==> src/rtl/prio_arbiter.sv <==
// prio_arbiter: registered fixed/round-robin priority arbiter with optional hold limit
module prio_arbiter #(
   parameter int N        = 7,
   parameter int W        = 3,
   parameter int HOLD     = 1,
   parameter int MAX_HOLD = 0
) (
   input  logic         clk,
   input  logic         rst,
   input  logic         mode,
   input  logic [N:1]   req,
   output logic [N:1]   gnt,
   output logic [W-1:0] gnt_idx,
   output logic         gnt_vld
);
   localparam int CW = $clog2(MAX_HOLD + 2);

   typedef enum logic {IDLE, GRANT} state_t;

   state_t        state;
   logic [W-1:0]  ptr;
   logic [CW-1:0] cnt;
   logic [N:0]    req_ext;
   logic [N:1]    masked;
   logic [W-1:0]  win;
   logic [W-1:0]  sel;
   logic [N:0]    oh;
   logic          held;
   logic          expire;
   logic          arb;

   // First asserted request in search order; 0 when nothing is requesting.
   // Scanning backwards lets the earliest candidate overwrite later ones.
   function automatic logic [W-1:0] pick(input logic [N:1] r, input logic [W-1:0] p, input logic rr);
      int c;
      pick = '0;
      for (int i = N; i >= 1; i--) begin
         c = rr ? ((int'(p) + i - 1) % N) + 1 : i;
         if (r[W'(c)]) pick = W'(c);
      end
   endfunction

   // Winner selection; on hold expiry the current owner is masked, and it
   // is re-granted only when nobody else is waiting.
   always_comb begin
      req_ext = {req, 1'b0};
      held    = (HOLD != 0) && req_ext[gnt_idx];
      expire  = held && (MAX_HOLD != 0) && (cnt == CW'(MAX_HOLD - 1));
      masked  = expire ? req & ~gnt : req;
      win     = pick(masked, ptr, mode);
      sel     = (expire && win == '0) ? gnt_idx : win;
      arb     = (state == IDLE) || !held || expire;
      oh      = (N + 1)'(1) << sel;
   end

   // Grant state machine with registered outputs.
   always_ff @(posedge clk or posedge rst) begin
      if (rst) begin
         state   <= IDLE;
         gnt     <= '0;
         gnt_idx <= '0;
         gnt_vld <= 1'b0;
         ptr     <= W'(N);
         cnt     <= '0;
      end else if (arb) begin
         state   <= (sel != '0) ? GRANT : IDLE;
         gnt     <= oh[N:1];
         gnt_idx <= sel;
         gnt_vld <= sel != '0;
         ptr     <= (sel != '0) ? sel : ptr;
         cnt     <= '0;
      end else begin
         cnt <= (cnt == CW'(MAX_HOLD)) ? cnt : cnt + 1'b1;
      end
   end
endmodule

==> config.mk <==
export PLATFORM = sky130hd
export DESIGN_NAME = prio_arbiter
export DESIGN_NICKNAME = d
export VERILOG_FILES = /design/src/rtl/prio_arbiter.sv
export SDC_FILE = /design/constraint.sdc
export NUM_CORES = 1
export LEC_CHECK = 0
export CAP_MARGIN = 20
export CORE_ASPECT_RATIO = 1.5
export CORE_UTILIZATION = 30
export CTS_CLUSTER_DIAMETER = 200
export DETAILED_ROUTE_END_ITERATION = 8
export PLACE_DENSITY_LB_ADDON = 0.2
export SLEW_MARGIN = 20
export SYNTH_ARGS = -nofsm -noshare
export SYNTH_HDL_FRONTEND = slang
export SYNTH_SLANG_ARGS = --single-unit
==> constraint.sdc <==
create_clock -name clk -period 14.5 [get_ports clk]
set_input_delay 1.45 -clock clk [delete_from_list [all_inputs] [get_ports clk]]
set_output_delay 1.45 -clock clk [all_outputs]
set_load 0.02 [all_outputs]
# Yosys cells after proc, flatten, opt, wreduce, memory -nomap -nowiden

Index checks and enable logic that the tools add are counted.

Register bits after elaboration: 15
Input bits: 10
Output and inout bits: 11
Word-level logic and storage cells: 85

Add/subtract/negate cells: 21
Div/mod/pow operators: 7
Order comparisons: 8
Shifts and indexed selects: 1
Multiplexer cells: 38
Bitwise gates (word level): 1
Reduce and logical (&&, ||, !) cells: 4

Operators by type and width:

| cell                  | number |
|---|---|
| $mod 32x4->32 const B | 7 |
| $mux 3                | 14 |
| $lt 3x5->1 const B    | 7 |
| $sub 4x1->5 const B   | 7 |
| $bmux 1 s3            | 8 |
| $add 3x2->3 const B   | 7 |
| $add 3x3->4 const B   | 4 |
| $mux 1                | 16 |
| $add 3x2->4 const B   | 2 |
| $shl 1x3->8 const A   | 1 |
| $add 3x1->4 const B   | 1 |
| $lt 3x4->1 const B    | 1 |
| $reduce_bool 3->1     | 1 |
| $reduce_and 2->1      | 1 |
| $logic_not 1->1       | 1 |
| $logic_or 1x1->1      | 1 |
| $not 1->1             | 1 |

# Longest topological paths before layout

Word-level depth: 17
Gate-level depth with buffers: 23
Gate-level depth less buffers: 22

# Worst setup path before layout

No wires, ideal clock.

Path kind: register to register
Start: register ptr[1]
End: register ptr[2]
Library setup time: 82 ps
Data arrival time: 4,785 ps
Path slack: 9,634 ps
Stages on the path, launching flop included: 23
Buffers on the path: 1
Cells stage by stage: dfstp_2 > buf_2 > inv_1 > ha_1 > xor2_1 > inv_2 > ha_1 > ha_1 > a31oi_1 > xnor2_1 > ha_1 > o21ai_0 > o22ai_1 > o311ai_2 > ha_1 > and2_1 > mux2i_1 > mux2i_1 > mux2i_2 > o41a_1 > a21oi_4 > nor2_2 > o31a_1

Word-level cells in the longest chain between the ends: 17
Elaborated cells on any way between the ends: 65
Those cells by class: add/sub (21); div (7); mux (35); reduce/logical (2)

Ends and longest elaborated chain:

| item                                       | line | RTL |
|---|---|---|
| from (decl)                                | 21   | `logic [W-1:0] ptr;` |
| from (signal assigned)                     | 63   | `ptr <= W'(N);` |
| from (signal assigned)                     | 70   | `ptr <= (sel != '0) ? sel : ptr;` |
| $add 3x3->4                                | 38   | `c = rr ? ((int'(p) + i - 1) % N) + 1 : i;` |
| $sub 4x1->5                                | 38   |  |
| $mod 32x4->32                              | 38   |  |
| $add 3x2->3                                | 38   |  |
| $mux 3                                     | 38   |  |
| $bmux 1 s3                                 | 39   | `if (r[W'(c)]) pick = W'(c);` |
| $mux 1 (not written as such) (2 in series) | 39   |  |
| $mux 3 (6 in series)                       | 39   |  |
| $mux 3 (*)                                 | 39   |  |
| $reduce_bool 3->1                          | 70   |  |
| $reduce_and 2->1 (no line)                 | --   |  |

Mark *: on every way between the ends. The rest lies on a longest branch, timed or not. The select of a mux whose other input is x is not followed.
A chain may end at the register's enable or synchronous reset.

# Worst setup path in the final report

Start: register ptr[0]
End: register gnt[1] (netlist bit)

Word-level cells in the longest chain between the ends: 16
Elaborated cells on any way between the ends: 64
Those cells by class: add/sub (21); div (7); shift (1); mux (35)

Ends and longest elaborated chain:

| item                                       | line | RTL |
|---|---|---|
| $add 3x3->4                                | 38   |  |
| $sub 4x1->5                                | 38   |  |
| $mod 32x4->32                              | 38   |  |
| $add 3x2->3                                | 38   |  |
| $mux 3                                     | 38   |  |
| $bmux 1 s3                                 | 39   |  |
| $mux 1 (not written as such) (2 in series) | 39   |  |
| $mux 3 (6 in series)                       | 39   |  |
| $mux 3 (*)                                 | 39   |  |
| $shl 1x3->8 (*)                            | 53   | `oh = (N + 1)'(1) << sel;` |
| to (signal assigned)                       | 67   | `gnt <= oh[N:1];` |
| to (decl)                                  | 12   | `output logic [N:1] gnt,` |

Marks and branches as above.

==> results.sh <==
export IMPL_grt_start_max_net_pins=35
export IMPL_dieArea_sq_um=9380
export IMPL_ys_warnings_count=0
export IMPL_synth_compound_gate_area_share=0.273
export IMPL_postCtsSetupBuffers=0
export IMPL_clock_sinks=14
export IMPL_rows=42
export IMPL_crit_family="adder cells"
export IMPL_async_flop_share=1.00
export IMPL_root_buffer="clkbuf_16"
export IMPL_fin_crit_ns=5.92
export IMPL_core_sq_um=8780
export IMPL_clkTransAtPathRegs_ns=0.05
export IMPL_synth_simple_area_share=0.248
export IMPL_ys_ff_latch=14
export IMPL_setup_tns_ns=0
export IMPL_netlist_area_sq_um=2700
export IMPL_fill_cells=929
export IMPL_clock_fmax_ghz=0.169
export IMPL_clockBufferDepth=2
export IMPL_cts_buffers=3
export IMPL_first_iter_violations=187
export IMPL_vias_per_cell=5.60
export IMPL_finalWirelength_um=8170
export IMPL_max_slew_margin=0.555
export IMPL_cts_resized=0
export IMPL_start_util=0.307
export IMPL_postRouteAntennaNets=0
export IMPL_syn_nets=380
export IMPL_synth_ff_type="dfrtp_1"
export IMPL_clock_latency_ns=0.24
export IMPL_netlist_instances=346
export IMPL_maxUsedRoutingLayer="met4"
export IMPL_cts_hold_buffers=0
export IMPL_seqCellArea_sq_um=354
export IMPL_crit_cells=22
export IMPL_multi_input_comb_area_sq_um=2200
export IMPL_cts_tree="built"
export IMPL_synth_top_area_share=0.111
export IMPL_synth_xor_area_share=0.0483
export IMPL_slowest_stage="dfstp_2"
export IMPL_worstMarginPinSlew_ns=0.666
export IMPL_cpPeakStageDelay_ns=0.95
export IMPL_netlist_top_cells_area="ha_1 11%, dfrtp_1 10%, mux2i_1 7.4%, nand2_1 6.4%, o21ai_0 4.6%"
export IMPL_syn_avg_cell_area_sq_um=7.79
export IMPL_die_x_um=79.4
export IMPL_rsz0062_at_grt="false"
export IMPL_cpMostUsedCell="ha_1"
export IMPL_timing_rr_start="ptr[0]"
export IMPL_reg2reg_depth=22
export IMPL_dp_hpwl_um=6230
export IMPL_seq_area_frac_synth=0.131
export IMPL_hold_class="register to register"
export IMPL_yosysTopAreaCell="ha_1"
export IMPL_via_count=2597
export IMPL_hold_violations=0
export IMPL_synth_distinct_cells=75
export IMPL_timing_critical_path_buf_inv=2
export IMPL_wl_per_cell_um=17.6
export IMPL_wl_met1_um=3340
export IMPL_required_ns=14.64
export IMPL_final_setup_skew_ns=0.00265
export IMPL_synthToLayoutAreaGrowth_pct=12.9
export IMPL_place_gp_congestion=0.821
export IMPL_synth_top_family_by_area="compound AO/OA/AOI/OAI gates"
export IMPL_finalCritPeriodShare=0.408
export IMPL_grt_usage=0.180
export IMPL_io_pins=21
export IMPL_reg2reg_to="gnt[1]"
export IMPL_grt_pass1_wl_um=13300
export IMPL_muxShareOfSynthArea=0.135
export IMPL_maxSlewViolCount=0
export IMPL_synthAdderAreaFrac=0.111
export IMPL_hold_start="gnt[5]"
export IMPL_drv_cap=0
export IMPL_hold_end="gnt[5]"
export IMPL_r2r_slack_ns=8.58
export IMPL_crit_fanout=34
export IMPL_setup_violations=0
export IMPL_critPathKind="register to register"
export IMPL_detail_route_first_pass_iterations=4
export IMPL_htree_levels=1
export IMPL_grt_pass1_vias=2633
export IMPL_met3_length_um=226
export IMPL_diodes=0
export IMPL_worstPathCellList="inv_1, ha_1, xor2_1, inv_2, ha_1, ha_1, a31oi_1, xnor2_1, ha_1, o21ai_0, o22ai_1, o311ai_2, ha_1, mux2i_1, nor2_1, a21oi_1, mux2i_1, mux2i_2, mux2i_1, a31oi_2, nand2b_1, o31ai_1"
export IMPL_synth_edff_count=0
export IMPL_hold_path_depth=2
export IMPL_crit_path_end_kind="register"
export IMPL_port_buffer_count=20
export IMPL_nNetsFinal=389
export IMPL_antenna_found_initial=0
export IMPL_status="completed"
export IMPL_drive_gt1_frac=0.105
export IMPL_die_h_um=118
export IMPL_crit_arrival_ns=6.06
export IMPL_startpoint_type="register"
export IMPL_route_met2_wl_um=4390
export IMPL_grt_overflow_total=0
export IMPL_drc_errors=0
## placed cells by master (no fill, tap or decap), drive strengths merged, types with 5 or more instances in the layout
cell type / n
o21ai: 26
nand2b: 11
a31oi: 8
o31ai: 7
nand3: 7
nand3b: 9
ha: 24
xnor2: 10
nand2: 46
inv: 16
and2: 5
mux2: 6
a21oi: 18
nor3: 6
nor2: 22
clkdlybuf4s50: 20
dfrtp: 11
mux2i: 23
## layout make-up
cell class / instances / share of cell area
clock buffer: 4 / 0.0259
inverter: 16 / 0.0197
multi-input combinational: 298 / 0.722
sequential: 14 / 0.116
tap: 110 / 0.0452
timing repair buffer: 22 / 0.0707
## cell families after synthesis
family | Yosys count
multiplexers | 31
AO/OA/AOI/OAI | 101
buffers and inverters | 34
adder cells (fa/ha/maj) | 24
flip-flops | 14
XOR/XNOR | 14
AND/OR/NAND/NOR | 128
## worst max path at each step
stage              to  startpoint  slack, ns
6_report       gnt[1]      ptr[0]       8.58
2_1_floorplan  ptr[2]      ptr[1]       9.63
3_5_place_dp   gnt[1]      ptr[0]       8.67
4_1_cts        gnt[1]      ptr[0]       8.60
5_1_grt        gnt[1]      ptr[0]       8.03
3_3_place_gp   gnt[1]      ptr[0]       8.77
## synth_stat cells, types with 5 or more instances
library cell and count:
a31oi_1 6, xnor2_1 10, ha_1 24, nor2_1 20
clkbuf_1 11, nor3_1 6, o31ai_1 7, nand3b_1 9
and2_1 5, nand2_1 46, nand3_1 7, o21ai_0 25
a21oi_1 15, mux2_2 6, mux2i_1 20, dfrtp_1 11
nand2b_1 11, inv_1 14
## metrics by stage
step | worst slack, ns | cell area [sq um] | instances | hold slack (ns) | util
floorplan | 9.63 | 2700 | 346 | 0.590 | -
finish | 8.58 | 3040 | 464 | 0.481 | 0.347
global placement | 8.77 | 2970 | 460 | 0.467 | 0.338
detailed placement | 8.67 | 2970 | 460 | 0.461 | 0.338
global route | 8.03 | 3040 | 464 | 0.498 | 0.347
CTS | 8.60 | 3040 | 464 | 0.482 | 0.347
## sequential cells by signal (all words and copies together) (netlist names)
signal   flops
gnt          7
gnt_idx      3
ptr          3
state        1
## worst min-delay path, cell delays in order, from the launching register on
cell and delay [ns]:
dfrtp_1 0.33, nand2_1 0.04, o21ai_0 0.07
## routing by layer
layer  track usage  up-vias
met5             0        -
met4        0.0602        0
li1              -     1296
met3       0.00775       15
met1         0.203     1226
met2         0.346       60
Power is left out: the tool's default activity adds up to more than one toggle a clock period on the data nets, which glitch-free logic cannot reach.
